[config.mk]
export PLATFORM = sky130hd
export DESIGN_NAME = axis_downsizer
export DESIGN_NICKNAME = d
export VERILOG_FILES = /design/src/rtl/axis_pkg.sv /design/src/rtl/axis_downsizer.sv
export SDC_FILE = /design/constraint.sdc
export NUM_CORES = 1
export LEC_CHECK = 0
export BUFFER_PORTS_ARGS = -buffer_cell sky130_fd_sc_hd__buf_2
export CELL_PAD_IN_SITES_DETAIL_PLACEMENT = 1
export CELL_PAD_IN_SITES_GLOBAL_PLACEMENT = 1
export CORE_MARGIN = 4
export CORE_UTILIZATION = 47
export CTS_BUF_LIST = sky130_fd_sc_hd__clkbuf_4
export DETAILED_ROUTE_END_ITERATION = 10
export HOLD_SLACK_MARGIN = 0.08
export PLACE_DENSITY = 0.95
export SYNTH_ARGS = -nofsm -noshare
export SYNTH_HDL_FRONTEND = slang
export SYNTH_SLANG_ARGS = --single-unit
[constraint.sdc]
create_clock -name m_axi_aclk -period 4.7 [get_ports m_axi_aclk]
set_input_delay 0.235 -clock m_axi_aclk [delete_from_list [all_inputs] [get_ports m_axi_aclk]]
set_output_delay 0.235 -clock m_axi_aclk [all_outputs]
set_load 0.05 [all_outputs]
[src/rtl/axis_pkg.sv]
// Shared types and helpers for the AXI-Stream width down-converter.
package axis_pkg;

  localparam int KEEP_MAX = 64;

  typedef enum logic {EMPTY, DRAIN} dsz_state_t;

  // Highest set bit of a keep vector.
  function automatic logic [5:0] msb_index(input logic [KEEP_MAX-1:0] keep);
    logic [5:0] r;
    r = 6'd0;
    for (int i = 0; i < KEEP_MAX; i++) begin
      if (keep[i]) begin
        r = 6'(i);
      end else begin
        r = r;
      end
    end
    return r;
  endfunction

endpackage

[src/rtl/axis_downsizer.sv]
// AXI-Stream width down-converter: splits each wide beat into RATIO narrow sub-words,
// LSB first, truncating at the highest kept sub-word and placing tlast on the final one.
module axis_downsizer
  import axis_pkg::*;
#(
  parameter int S_AXIS_WIDTH = 64,
  parameter int M_AXIS_WIDTH = 16,
  localparam int RATIO = S_AXIS_WIDTH / M_AXIS_WIDTH,
  localparam int IDX_W = (RATIO > 1) ? $clog2(RATIO) : 1
) (
  input  logic                    m_axi_aclk,
  input  logic                    m_axi_aresetn,
  input  logic [S_AXIS_WIDTH-1:0] s_axis_tdata,
  input  logic [RATIO-1:0]        s_axis_tkeep,
  input  logic                    s_axis_tvalid,
  input  logic                    s_axis_tlast,
  output logic                    s_axis_tready,
  output logic [M_AXIS_WIDTH-1:0] m_axis_tdata,
  output logic                    m_axis_tvalid,
  output logic                    m_axis_tlast,
  input  logic                    m_axis_tready,
  output logic                    err_drop_last
);

  dsz_state_t              state_q, state_d;
  logic [S_AXIS_WIDTH-1:0] buf_data_q, buf_data_d;
  logic                    buf_last_q, buf_last_d;
  logic [IDX_W-1:0]        idx_q, idx_d;
  logic [IDX_W-1:0]        last_idx_q, last_idx_d;
  logic                    err_q, err_d;

  logic at_last_s;
  logic out_hs_s;
  logic in_hs_s;

  // Handshake decode, output mux and next-state for the holding register.
  always_comb begin
    state_d    = state_q;
    buf_data_d = buf_data_q;
    buf_last_d = buf_last_q;
    idx_d      = idx_q;
    last_idx_d = last_idx_q;
    err_d      = err_q;

    at_last_s     = (idx_q == last_idx_q);
    m_axis_tvalid = (state_q == DRAIN);
    out_hs_s      = m_axis_tvalid & m_axis_tready;
    // Accept the next beat in the same cycle the final sub-word leaves: no bubble between beats.
    s_axis_tready = (state_q == EMPTY) | (out_hs_s & at_last_s);
    in_hs_s       = s_axis_tvalid & s_axis_tready;
    m_axis_tdata  = buf_data_q[idx_q*M_AXIS_WIDTH +: M_AXIS_WIDTH];
    m_axis_tlast  = buf_last_q & at_last_s;

    if (in_hs_s && (s_axis_tkeep != {RATIO{1'b0}})) begin
      state_d    = DRAIN;
      buf_data_d = s_axis_tdata;
      buf_last_d = s_axis_tlast;
      idx_d      = {IDX_W{1'b0}};
      last_idx_d = IDX_W'(msb_index(KEEP_MAX'(s_axis_tkeep)));
    end else if (in_hs_s) begin
      // Empty beat carries no data; a tlast on it means the packet end is lost.
      state_d = EMPTY;
      err_d   = err_q | s_axis_tlast;
    end else if (out_hs_s && at_last_s) begin
      state_d = EMPTY;
    end else if (out_hs_s) begin
      idx_d = idx_q + IDX_W'(1);
    end else begin
      state_d = state_q;
    end
  end

  // State and holding register.
  always_ff @(posedge m_axi_aclk or negedge m_axi_aresetn) begin
    if (!m_axi_aresetn) begin
      state_q    <= EMPTY;
      buf_data_q <= {S_AXIS_WIDTH{1'b0}};
      buf_last_q <= 1'b0;
      idx_q      <= {IDX_W{1'b0}};
      last_idx_q <= {IDX_W{1'b0}};
    end else begin
      state_q    <= state_d;
      buf_data_q <= buf_data_d;
      buf_last_q <= buf_last_d;
      idx_q      <= idx_d;
      last_idx_q <= last_idx_d;
    end
  end

  // Sticky dropped-tlast flag, cleared only by reset.
  always_ff @(posedge m_axi_aclk or negedge m_axi_aresetn) begin
    if (!m_axi_aresetn) begin
      err_q <= 1'b0;
    end else begin
      err_q <= err_d;
    end
  end

  assign err_drop_last = err_q;

endmodule

==> flow_summary.ini <==
[logic_synthesis]
synth_area_leader_cell = dfrtp_1
async_flop_share = 1.00
seq_area_frac_synth = 0.546
synth.avg_cell_area_um2 = 17.1
syn-cell-area_um2 = 3250
synth_area_leaders = dfrtp_1 (55%), mux2_2 (17%), mux4_2 (11%)
syn_inst = 190
synth_top_area_frac = 0.546
synth-edff-count = 0
syn_nets = 263
synth-seq-cells = 71
ys_types = 25
ys.flop_type = dfrtp_1
ys_warn_count = 0

[clock_tree]
cts-htree-levels = 3
clk_pin_slew_worst_paths_ps = 110
clockBufferDepth = 2
cts_tree = built
cts_sinks = 71
cts-buffers-inserted = 9
cts_setup_buffers = 0
cts-root-buf = clkbuf_4
clock_latency_ps = 410

[timing]
fin_crit_ps = 2460
hold_violations = 0
setup_violations = 0
setup_tns_ps = 0
period_share = 0.523
max_freq_mhz = 407
worst_pin_slew_ps = 957
rsz0062_at_grt = no
final_max_slew_viol_count = 0
slew_headroom = 0.362
fin_skew_ps = 12.5
hold_ws_ps = 141

[critical_path]
crit_fanout = 68
endpoint_kind = flop
r2r_slack_ps = 2240
rr_worst_depth = 5
crit_required_ps = 4990
r2r-end = buf_data_q[54]
r2r-start = idx_q[1]
startpoint_type = flop
cp_data_arrival_time_ps = 2750
worstSetupPathType = flop to flop

[worst_hold_path]
min_delay_worst_endpoint = last_idx_q[1]
min_path_type = primary input to flop
hold_depth = 3
min_from = s_axis_tkeep[3]

[placement]
port_buffers = 92
hpwlAfterDp_um = 4910
postPlaceCellArea_um2 = 3720
gp_congestion = 0.777

[finish]
drive_gt1_frac = 0.543
mostFrequentLayoutCell = buf_2
area_growth_pct = 38.3
mostFrequentLayoutCells = buf_2 (92), dfrtp_1 (71), dlygate4sd3_1 (67)
design_area_um2 = 4500
n_fill_cell = 636
layout.nets = 425
n_antenna_cell = 0

[outcome]
status = complete, no violations

[floorplan]
core_region_area_um2 = 6760
initial_core_util = 0.482
num_rows = 30
chipWidth_um = 91.2
fp.dieArea_um2 = 8320
die_height_um = 91.2
num_io_pins = 93

[pwr]
finalPower_mw = 3.33
p_leak_nw = 2.07
max-vdd-ir-drop_mv = 0.402
p_per_area_nw_per_um2 = 740

[route]
viasPerCell = 5.17
dr_total_vias = 2260
postRouteAntennaNets = 0
drt-total-wl_um = 8910
drtPass1Iterations = 4
wl_per_cell_um = 20.4
drcViolationCount = 0
drtIter0Drc = 56

[global_routing]
overflow = 0
antenna_found_initial = 0
grt_start_max_net_pins = 72
grt_pass1_wl_um = 14400
grt_use_total = 0.229
first_global_vias = 2681

[job]
drv_cap = 0
==> how the worst max path moves through the flow <==
stage,startpoint,endpoint
2_1_floorplan,idx_q[1],buf_data_q[12]
3_3_place_gp,idx_q[1],buf_data_q[36]
3_5_place_dp,idx_q[1],buf_data_q[46]
4_1_cts,idx_q[1],buf_data_q[54]
5_1_grt,last_idx_q[0],buf_data_q[3]
6_report,idx_q[1],buf_data_q[54]
==> synthesized netlist by cell type (3+ instances only) <==
| master | n |
|---|---|
| mux4_2 | 16 |
| mux2_2 | 48 |
| o21ai_0 | 3 |
| dfrtp_1 | 71 |
| buf_4 | 4 |
| inv_1 | 4 |
| mux2_4 | 17 |
| mux2i_1 | 4 |
| buf_12 | 3 |
==> layout make-up <==
class	instances	area (um2)	share of cell area
sequential	71	1780	0.395
multi-input combinational	103	1340	0.297
timing repair buffer	163	1160	0.258
clock buffer	14	105	0.0233
tap	80	100	0.0222
inverter	4	15.0	0.00334
clock inverter	2	7.51	0.00167
==> critical path, stage by stage, from the launching register on <==
cell and delay [ps]:
dfrtp_1 430, xor2_2 220, o31ai_4 300, nor2b_4 190, buf_4 750, mux2_2 430
==> kinds of logic (layout without fill, tap and decap cells) <==
family                    after synthesis  after routing  share of synthesized area
muxes                                  85             85                      0.368
DFF                                    71             71                      0.546
buffers and inverters                  16            183                     0.0434
and+or+nand+nor                         9              9                     0.0165
AOI/OAI and AO/OA                       7              7                     0.0188
xor gates and xnor gates                2              2                    0.00769
==> per-stage QoR <==
stage                     setup WS, ps  std cells  utilization
final                             2240        437        0.666
after global routing              2120        437        0.666
after detailed placement          2280        354        0.550
after floorplan                   2380        190            -
after global placement            2390        354        0.550
after CTS                         2240        437        0.666
==> per-layer routing <==
| metal | share of wire | global-route usage |
|---|---|---|
| met5 | 0 | 0 |
| met4 | 0.015 | 0.0641 |
| met3 | 0.040 | 0.0530 |
| met2 | 0.57 | 0.442 |
| met1 | 0.37 | 0.247 |
==> state kept, by name (all words and copies together), names as in the netlist <==
register	count
m_axis_tvalid	1
buf_last_q	1
buf_data_q	64
last_idx_q	2
idx_q	2
err_drop_last	1
==> power breakdown <==
| part | internal [mW] | total, mW | switching (mW) |
|---|---|---|---|
| combinational | 0.819 | 1.87 | 1.05 |
| clock | 0.136 | 0.339 | 0.203 |
| sequential | 0.924 | 1.12 | 0.194 |
| total | 1.88 | 3.33 | 1.45 |
==> timing repair <==
action                     4_1_cts  5_1_grt
hold buffers                    67        0
setup endpoints to repair        0        0
resized for setup                0        0
hold endpoints to repair       137        0
Power figures use the tool's default switching activity.
